[src/rtl/vm_defs.sv]
// Shared definitions for the multi-product vending controller:
// coin values and controller state encoding.
package vm_defs;

  localparam int unsigned NICKEL_VAL  = 5;
  localparam int unsigned DIME_VAL    = 10;
  localparam int unsigned QUARTER_VAL = 25;

  typedef enum logic [1:0] {
    ACCUM    = 2'd0,
    DISPENSE = 2'd1,
    CHANGE   = 2'd2
  } state_t;

endpackage

[src/rtl/vm_edge_detect.sv]
// Rising-edge detector for level-held front-panel inputs. History resets to
// all ones so an input already high when reset releases raises no event.
module vm_edge_detect #(
  parameter int WIDTH = 1
) (
  input  logic             clk,
  input  logic             rst,
  input  logic [WIDTH-1:0] level,
  output logic [WIDTH-1:0] rise
);

  logic [WIDTH-1:0] prev;

  always_ff @(posedge clk or posedge rst) begin
    if (rst) prev <= '1;
    else     prev <= level;
  end

  assign rise = level & ~prev;

endmodule

[src/rtl/vending_machine_multi.sv]
// Multi-product vending controller: credit accumulation, priced dispense,
// change/refund output and coin rejection on overflow.
module vending_machine_multi
  import vm_defs::*;
#(
  parameter int                          NUM_ITEMS  = 4,
  parameter int                          CREDIT_W   = 8,
  parameter int                          MAX_CREDIT = 200,
  parameter logic [NUM_ITEMS*CREDIT_W-1:0] PRICE_LIST = {8'd75, 8'd65, 8'd50, 8'd35}
) (
  input  logic                 CLK,
  input  logic                 rst,
  input  logic                 ni,
  input  logic                 di,
  input  logic                 qu,
  input  logic [NUM_ITEMS-1:0] sel,
  input  logic                 cancel,
  output logic [NUM_ITEMS-1:0] give,
  output logic                 change_valid,
  output logic [CREDIT_W-1:0]  change_amt,
  output logic [CREDIT_W-1:0]  credit,
  output logic                 coin_reject,
  output logic                 short_funds,
  output logic                 busy
);

  localparam int IDX_W = (NUM_ITEMS > 1) ? $clog2(NUM_ITEMS) : 1;
  localparam logic [CREDIT_W:0] MAX_SUM = (CREDIT_W+1)'(MAX_CREDIT);

  logic [CREDIT_W-1:0] price [NUM_ITEMS];

  generate
    if (MAX_CREDIT >= (2 ** CREDIT_W)) begin : g_max_chk
      $error("MAX_CREDIT does not fit in CREDIT_W bits");
    end
    for (genvar g = 0; g < NUM_ITEMS; g++) begin : g_price
      assign price[g] = PRICE_LIST[g*CREDIT_W +: CREDIT_W];
      if (PRICE_LIST[g*CREDIT_W +: CREDIT_W] > MAX_CREDIT) begin : g_price_chk
        $error("price exceeds MAX_CREDIT");
      end
    end
  endgenerate

  logic [NUM_ITEMS+3:0] ev;
  logic                 ni_ev, di_ev, qu_ev, cancel_ev, coin_any, coin_multi;
  logic [NUM_ITEMS-1:0] sel_ev;

  vm_edge_detect #(.WIDTH(NUM_ITEMS + 4)) u_edge (
    .clk   (CLK),
    .rst   (rst),
    .level ({cancel, sel, qu, di, ni}),
    .rise  (ev)
  );

  assign ni_ev      = ev[0];
  assign di_ev      = ev[1];
  assign qu_ev      = ev[2];
  assign sel_ev     = ev[3 +: NUM_ITEMS];
  assign cancel_ev  = ev[NUM_ITEMS+3];
  assign coin_any   = ni_ev | di_ev | qu_ev;
  assign coin_multi = (qu_ev & (di_ev | ni_ev)) | (di_ev & ni_ev);

  state_t              state, state_nxt;
  logic [CREDIT_W-1:0] credit_nxt;
  logic [IDX_W-1:0]    item, item_nxt;
  logic                reject_nxt, short_nxt;

  // Lowest-index rising select wins.
  logic                sel_found;
  logic [IDX_W-1:0]    sel_idx;
  logic [CREDIT_W-1:0] sel_price;

  always_comb begin
    sel_found = 1'b0;
    sel_idx   = '0;
    sel_price = '0;
    for (int unsigned i = 0; i < NUM_ITEMS; i++) begin
      if (sel_ev[i] && !sel_found) begin
        sel_found = 1'b1;
        sel_idx   = IDX_W'(i);
        sel_price = price[i];
      end
    end
  end

  logic [CREDIT_W-1:0] coin_val;
  logic [CREDIT_W:0]   coin_sum;

  always_comb begin
    if (qu_ev)      coin_val = CREDIT_W'(QUARTER_VAL);
    else if (di_ev) coin_val = CREDIT_W'(DIME_VAL);
    else            coin_val = CREDIT_W'(NICKEL_VAL);
    coin_sum = {1'b0, credit} + {1'b0, coin_val};
  end

  always_comb begin
    state_nxt  = state;
    credit_nxt = credit;
    item_nxt   = item;
    reject_nxt = 1'b0;
    short_nxt  = 1'b0;
    case (state)
      ACCUM: begin
        if (cancel_ev) begin
          reject_nxt = coin_any;
          if (credit != '0) state_nxt = CHANGE;
        end else if (sel_found) begin
          reject_nxt = coin_any;
          if (credit >= sel_price) begin
            state_nxt  = DISPENSE;
            item_nxt   = sel_idx;
            credit_nxt = credit - sel_price;
          end else begin
            short_nxt = 1'b1;
          end
        end else if (coin_any) begin
          if (coin_sum <= MAX_SUM) begin
            credit_nxt = coin_sum[CREDIT_W-1:0];
            reject_nxt = coin_multi;
          end else begin
            reject_nxt = 1'b1;
          end
        end
      end
      DISPENSE: begin
        reject_nxt = coin_any;
        state_nxt  = (credit != '0) ? CHANGE : ACCUM;
      end
      CHANGE: begin
        reject_nxt = coin_any;
        credit_nxt = '0;
        state_nxt  = ACCUM;
      end
      default: state_nxt = ACCUM;
    endcase
  end

  always_ff @(posedge CLK or posedge rst) begin
    if (rst) begin
      state       <= ACCUM;
      credit      <= '0;
      item        <= '0;
      coin_reject <= 1'b0;
      short_funds <= 1'b0;
    end else begin
      state       <= state_nxt;
      credit      <= credit_nxt;
      item        <= item_nxt;
      coin_reject <= reject_nxt;
      short_funds <= short_nxt;
    end
  end

  always_comb begin
    give = '0;
    if (state == DISPENSE) give[item] = 1'b1;
  end

  assign change_valid = (state == CHANGE);
  assign change_amt   = change_valid ? credit : '0;
  assign busy         = (state != ACCUM);

endmodule
[config.mk]
export PLATFORM = sky130hd
export DESIGN_NAME = vending_machine_multi
export DESIGN_NICKNAME = d
export VERILOG_FILES = /design/src/rtl/vm_defs.sv /design/src/rtl/vm_edge_detect.sv /design/src/rtl/vending_machine_multi.sv
export SDC_FILE = /design/constraint.sdc
export NUM_CORES = 1
export LEC_CHECK = 0
export ABC_AREA = 0
export CORE_ASPECT_RATIO = 0.8
export CORE_UTILIZATION = 68
export CTS_CLUSTER_DIAMETER = 80
export DETAILED_ROUTE_END_ITERATION = 10
export DONT_BUFFER_PORTS = 1
export HOLD_SLACK_MARGIN = 0.02
export PLACE_DENSITY_LB_ADDON = 0.15
export SLEW_MARGIN = 10
export SYNTH_ARGS = -nofsm -noshare
export SYNTH_HDL_FRONTEND = slang
export SYNTH_HIERARCHICAL = 1
export SYNTH_SLANG_ARGS = --single-unit
[constraint.sdc]
create_clock -name CLK -period 6.2 [get_ports CLK]
set_input_delay 1.24 -clock CLK [delete_from_list [all_inputs] [get_ports CLK]]
set_output_delay 1.24 -clock CLK [all_outputs]
set_load 0.02 [all_outputs]
==> results of run 1 <==
-- worst min path at each step --
| stage | startpoint | to | slack, ns | cells after the start |
|---|---|---|---|---|
| 2_1_floorplan | item[0] | item[0] | 0.53 | 1 |
| 3_3_place_gp | item[0] | item[0] | 0.54 | 1 |
| 3_5_place_dp | item[0] | item[0] | 0.57 | 1 |
| 4_1_cts | item[0] | item[0] | 0.59 | 1 |
| 5_1_grt | item[0] | item[0] | 0.62 | 1 |
| 6_report | item[0] | item[0] | 0.60 | 1 |
-- layout by cell type, fill, tap and decap left out, types with 7 or more instances in the layout --
master,synthesis,final
a21oi_1,8,8
and2_1,7,7
dfrtp_1,14,14
dfstp_2,8,8
ha_1,16,16
inv_1,17,17
mux2i_1,9,9
nand2_1,27,27
nor2_1,14,14
nor2b_4,8,8
-- cells in the mapped netlist, drive strengths merged (5+ instances only) --
master / count
nand2: 27
inv: 17
ha: 16
nor2: 15
dfrtp: 14
a21oi: 11
mux2i: 9
nor2b: 9
and2: 8
dfstp: 8
nand2b: 6
o21ai: 6
xnor2: 6
a211o: 5
-- layer usage --
layer  global-route usage  part of all wire
met5                    0                 0
met4               0.0795             0.013
met3               0.0849             0.078
met2                0.518              0.47
met1                0.416              0.44
-- state kept, by name (all words and copies together) (netlist names) --
signal / flops
state: 2
short_funds: 1
credit: 8
item: 2
u_edge/prev: 8
coin_reject: 1
-- cell families (layout without fill, tap and decap cells) --
| group | Yosys count | count (layout) | share of synthesized area |
|---|---|---|---|
| buf+inv | 22 | 21 | 0.0443 |
| xor+xnor | 9 | 9 | 0.0417 |
| mux | 10 | 10 | 0.0536 |
| fa+ha+maj | 18 | 18 | 0.127 |
| simple gates | 87 | 87 | 0.269 |
| compound gates | 39 | 39 | 0.169 |
| flops | 22 | 22 | 0.296 |
-- through the flow --
stage	power, mW	instance area (um2)	hold slack (ns)	instances
2_1_floorplan	0.764	1890	0.527	207
5_1_grt	1.03	1950	0.623	242
6_report	0.960	1950	0.598	242
3_3_place_gp	0.850	1920	0.545	238
3_5_place_dp	0.871	1920	0.567	238
4_1_cts	0.954	1950	0.595	242
-- area by class of cell --
class | instances | area (um2)
fillers | 183 | 589
multi-input cells | 163 | 1250
flip-flops and latches | 22 | 561
well taps | 36 | 45.0
clock buffers | 4 | 36.3
inverters | 17 | 63.8
-- power groups by stage --
stage	Clock (mW)	Combinational, mW	Sequential [mW]
after floorplan	0	0.496	0.268
after detailed placement	0	0.569	0.302
after CTS	0.0816	0.574	0.298
final	0.0802	0.580	0.300
after global routing	0.0878	0.638	0.306
after global placement	0	0.551	0.299
-- critical path: stages --
cell,delay [ns]
nor2b_4,0.11
nor2_1,0.25
o21ai_0,0.24
nand2b_1,0.12
ha_1,0.19
fa_1,0.25
nand2b_4,0.08
a21oi_4,0.17
o21ai_2,0.10
a2111oi_4,0.43
nor2_2,0.11
a21oi_4,0.39
mux2i_1,0.25
==> key figures, run 1 <==
Clocking
  • Number of gates resized after CTS: 0
  • Root buffer selected by CTS: clkbuf_4
  • H-tree depth reported by CTS: 1
  • Number of clock sinks seen by CTS: 22
  • Inserted Clock Buffers: 3
  • Number of buffers added to fix hold violations after cts: 0
  • Clock tree from TritonCTS: done
  • Clock Pin Slew Worst Setup and Hold Paths: 0.12 ns
  • Count of buffers added by post-CTS timing repair for setup: 0
  • Max Buffers Root-to-Sink: 2
  • Clock latency on the worst-skew pair: 0.31 ns

Finish
  • Total inserted antenna cells: 0
  • Final core area utilization: 0.768
  • Area growth from synthesis to layout: 3.24%
  • Fraction of final layout cells sized beyond drive strength 1: 0.165
  • Layout net count: 235

STA
  • Setup repair after global routing missed its margin: no
  • Skew final: 0.00513 ns
  • Period utilisation layout: 0.599
  • Number of max-slew violations in the final report: 0
  • Actual slew at the worst max-slew pin: 0.960 ns
  • F_max: 269 MHz
  • Worst relative slew slack: 0.354
  • Setup-violating endpoint count in the final report: 0
  • Final critical-path required period: 3.71 ns
  • Setup TNS after final layout: 0 ns
  • Setup ws final: 2.49 ns
  • Hold Vio Cnt, Final: 0

Routing
  • Number of DRC violations after detailed-routing iteration 0: 48
  • 1st-pass router iterations: 4
  • Wire length after detailed routing: 4.22 mm
  • Number of routed nets with antenna violations: 0
  • Routed wire per std cell: 17.5 um
  • Via count: 1510
  • Via-to-Cell Ratio: 6.24
  • Number of remaining DRC errors: 0

Placed design
  • Placed wire-length estimate: 3.30 mm
  • Global placer's final weighted congestion: 0.957
  • Place WS: 2.20 ns
  • Count of buffers inserted at the top-level ports: 0

Pwr
  • Worst IR drop on VDD: 276 uV
  • Sequential group share of total power: 0.313
  • Leakage dissipation: 0.959 nW
  • Fraction of power consumed by the clock network: 0.083
  • Power per cell area: 492 mW/mm2
  • Relative contribution of combinational cells to total power: 0.604
  • Switching share of power: 0.508
  • Internal portion of total power: 0.472 mW
  • Switching power: 0.488 mW

Yosys
  • Top cell type's share of synthesized area: 0.185
  • Cell variety after synth: 50
  • Largest cells by area after synthesis: dfrtp_1 (19%), dfstp_2 (11%), ha_1 (11%)
  • Count of synthesis-stage warnings from yosys: 6
  • Cell area after technology mapping: 0.00189 mm2
  • Proportion of synthesized chip area in sequential cells: 0.296
  • Post-synthesis cell type with the largest combined area: dfrtp_1
  • Synthesized flop and latch total: 22
  • Synthesized netlist net count: 235
  • Prevailing post-synth register cell: dfrtp_1
  • Fraction of registers with async set/reset: 1.00
  • Number of enable-type register cells in the synthesized netlist: 0
  • Average instance area after synthesis: 9.14 um2
  • Instance count of the mapped netlist: 207

GRT
  • Number of global-route vias before repair: 1542
  • Aggregate global routing overflow: 0
  • Combined global-route utilization of all metal layers: 0.319
  • Number of antenna violations at the first check in global routing: 0
  • Pin count of the biggest net entering global routing: 19
  • Global-route wire length before repair: 7.01 mm

Status
  • Outcome: complete, no violations

Setup path
  • Worst setup startpoint: sel[1]
  • Worst setup slack for register-to-register paths: 2.92 ns
  • Worst Path Arrival: 3.95 ns
  • Critical R2R Capture: credit[6]
  • Crit-path max FO: 8
  • Endpoint of the most critical setup path: credit[6]
  • Critical Setup Path Class: in2reg
  • CP Launch Type: input port
  • Type of destination of the critical path: register
  • R2R depth: 13
  • Critical path data required time: 6.43 ns
  • Startpoint of the worst-slack reg-to-reg timing path: u_edge/prev[4]

Floorplan
  • Die extent in x: 61.0 um
  • Die height: 49.2 um
  • Area of the core region: 0.00254 mm2
  • Row cnt: 16
  • Initial core utilization: 0.744
  • Boundary Pins: 34
  • Die area: 0.00300 mm2

Flow run
  • Max cap viols: 0

Min path
  • Type of the worst min-delay path: reg2reg
Power figures use the tool's default switching activity.
==> inputs of run 2 (changes only) <==
--- a/config.mk
+++ b/config.mk
@@ -7,7 +7,7 @@
 export LEC_CHECK = 0
 export ABC_AREA = 0
 export CORE_ASPECT_RATIO = 0.8
-export CORE_UTILIZATION = 68
+export CORE_UTILIZATION = 64
 export CTS_CLUSTER_DIAMETER = 80
 export DETAILED_ROUTE_END_ITERATION = 10
 export DONT_BUFFER_PORTS = 1
==> constraint.sdc (replaced) <==
create_clock -name CLK -period 3.76 [get_ports CLK]
set_input_delay 0.752 -clock CLK [delete_from_list [all_inputs] [get_ports CLK]]
set_output_delay 0.752 -clock CLK [all_outputs]
set_load 0.02 [all_outputs]
==> run 2 against run 1 <==
Core utilization is 5.4 points lower. Via count increased by 0.40%. Combinational power up 65%. Clock-buffer cell count down 1. Clock skew up 0.00057 ns. Clock power rose to 2.8 times the previous value. Sequential share of layout area is 0.54 points lower. Setup slack lost 2.0 ns. Global-route usage decreased by 1.5 points. Flip-flop and latch count did not move. Critical endpoint is now credit[4]. Largest power group unchanged.
==> key figures, run 2 (same netlist as run 1, synthesis figures left out) <==
Status
  • Outcome: complete, no violations

Setup path
  • R2R depth: 13 (unchanged)
  • Startpoint of the worst-slack reg-to-reg timing path: u_edge/prev[4]
  • Worst Path Arrival: 3.43 ns (-0.52 ns)
  • Largest delay contributor family on the critical path: compound AO/OA/AOI/OAI gates
  • Type of destination of the critical path: register
  • Critical Setup Path Class: reg2reg
  • Dominant cell type by count on the critical path: a21oi_4
  • Critical path data required time: 3.95 ns (-2.48 ns)
  • Critical R2R Capture: credit[4]
  • CP Launch Type: register
  • Slowest cell on the critical path: dfstp_2
  • Stages on the worst setup path: 13 (unchanged)
  • Worst-path cell chain: nor2b_4 > nor2_1 > o21ai_0 > nand2b_1 > ha_1 > fa_1 > nand2b_4 > a21oi_4 > o21ai_2 > a2111oi_4 > nor2_2 > a21oi_4 > mux2i_1
  • Crit-path max FO: 8 (unchanged)
  • Worst setup slack for register-to-register paths: 0.52 ns (-2.40 ns)
  • Critical path buffers and inverters: 0 (unchanged)
  • Delay of the slowest cell on the worst path: 0.55 ns (+0.12 ns)

GRT
  • Global-route met1 utilization: 0.405 (-0.0117)
  • Global-route wire length before repair: 7.32 mm (+4.4%)
  • Met2 layer usage reported by global route: 0.498 (-0.0201)
  • Most utilized layer in the global route result: met2
  • Aggregate global routing overflow: 0 (unchanged)
  • Pin count of the biggest net entering global routing: 19 (unchanged)
  • Number of antenna violations at the first check in global routing: 0 (unchanged)
  • Met3 Track Usage GR: 0.0636 (-0.0212)
  • Combined global-route utilization of all metal layers: 0.304 (-0.0145)
  • Number of global-route vias before repair: 1513 (-1.9%)

Clocking
  • Number of gates resized after CTS: 0 (unchanged)
  • Number of buffers added to fix hold violations after cts: 0 (unchanged)
  • Root buffer selected by CTS: clkbuf_8
  • Number of clock sinks seen by CTS: 22 (unchanged)
  • Clock Pin Slew Worst Setup and Hold Paths: 0.08 ns (-0.04 ns)
  • Max Buffers Root-to-Sink: 2 (unchanged)
  • Clock tree from TritonCTS: done
  • Clock latency on the worst-skew pair: 0.27 ns (-0.04 ns)
  • Count of buffers added by post-CTS timing repair for setup: 0 (unchanged)
  • Inserted Clock Buffers: 3 (unchanged)
  • H-tree depth reported by CTS: 1 (unchanged)

STA
  • F_max: 308 MHz
  • Worst relative slew slack: 0.373 (+0.0196)
  • Hold Vio Cnt, Final: 0 (unchanged)
  • Setup TNS after final layout: 0 ns (unchanged)
  • Final critical-path required period: 3.24 ns
  • Skew final: 0.00571 ns (+0.000575 ns)
  • Number of max-slew violations in the final report: 0 (unchanged)
  • Setup-violating endpoint count in the final report: 0 (unchanged)
  • Actual slew at the worst max-slew pin: 0.931 ns (-0.0292 ns)
  • Period utilisation layout: 0.862
  • Setup repair after global routing missed its margin: no

Pwr
  • Worst IR drop on VDD: 449 uV (+63%)
  • Leakage dissipation: 0.973 nW (+1.5%)
  • Post-layout total power: 1.67 mW (+74%)
  • Power per cell area: 841 mW/mm2 (+71%)

Finish
  • Fillers: 212 (+16%)
  • Fraction of final layout cells sized beyond drive strength 1: 0.165 (unchanged)
  • Layout net count: 235 (unchanged)
  • Total inserted antenna cells: 0 (unchanged)
  • Commonest non-fill, non-tap cells in the layout: nand2_1 (27), inv_1 (17), ha_1 (16)
  • Area growth from synthesis to layout: 5.22%
  • Commonest non-fill, non-tap cell in the layout: nand2_1
  • Largest registers in the final layout: credit: 8 flops, u_edge/prev: 8 flops

Floorplan
  • Die area: 0.00318 mm2 (+6.0%)
  • Boundary Pins: 34 (unchanged)
  • Area of the core region: 0.00279 mm2 (+9.6%)
  • Die height: 50.6 um (+3.0%)
  • Initial core utilization: 0.679 (-0.0652)
  • Row cnt: 17 (+1)
  • Die extent in x: 62.8 um (+3.0%)

Routing
  • Number of DRC violations after detailed-routing iteration 0: 127 (+160%)
  • Number of remaining DRC errors: 0 (unchanged)
  • Number of routed nets with antenna violations: 0 (unchanged)
  • Via-to-Cell Ratio: 6.21 (-0.43%)
  • 1st-pass router iterations: 4 (unchanged)
  • Routed wire per std cell: 17.2 um (-1.3%)
  • Wire length after detailed routing: 4.20 mm (-0.47%)
  • Via count: 1516 (+0.40%)

Placed design
  • Global placer's final weighted congestion: 0.915 (-4.4%)
  • Count of buffers inserted at the top-level ports: 0 (unchanged)
  • Placed wire-length estimate: 3.22 mm (-2.3%)

Flow run
  • Max cap viols: 0 (unchanged)

Min path
  • Type of the worst min-delay path: in2async
-- run 2: layout make-up --
type	instances	area, um2	share of cell area
inverters	17	63.8	0.0321
clock inverters	1	30.0	0.0151
well taps	38	47.5	0.0239
clock buffers	3	41.3	0.0207
multi-input cells	163	1250	0.627
flip-flops and latches	22	561	0.282
-- run 2: metal layers --
| layer | wire [um] | vias to the layer above |
|---|---|---|
| met4 | 86 | 0 |
| met5 | 0 | - |
| met1 | 1800 | 727 |
| met3 | 336 | 10 |
| li1 | - | 714 |
| met2 | 1980 | 65 |
-- run 2: per-stage QoR --
stage               area, um2  std cells  setup WS [ns]   util  hold WS, ns
detailed placement       1920        240          0.264  0.689        0.558
floorplan                1890        207          0.606      -        0.527
global route             1990        244          0.258  0.714        0.445
finish                   1990        244          0.518  0.714        0.413
CTS                      1990        244          0.517  0.714        0.429
global placement         1920        240          0.424  0.689        0.547
-- run 2: report_power, final --
group,internal (mW),switching [mW],total [mW]
clock network,0.142,0.0812,0.224
logic,0.411,0.545,0.956
registers,0.308,0.187,0.495
total,0.862,0.813,1.67
-- run 2: worst max path at each step --
stage                         startpoint        end
after floorplan                   sel[1]  credit[0]
after global placement            sel[1]  credit[6]
after detailed placement          sel[1]  credit[4]
after CTS                 u_edge/prev[4]  credit[4]
after global routing      u_edge/prev[4]  credit[6]
final                     u_edge/prev[4]  credit[4]
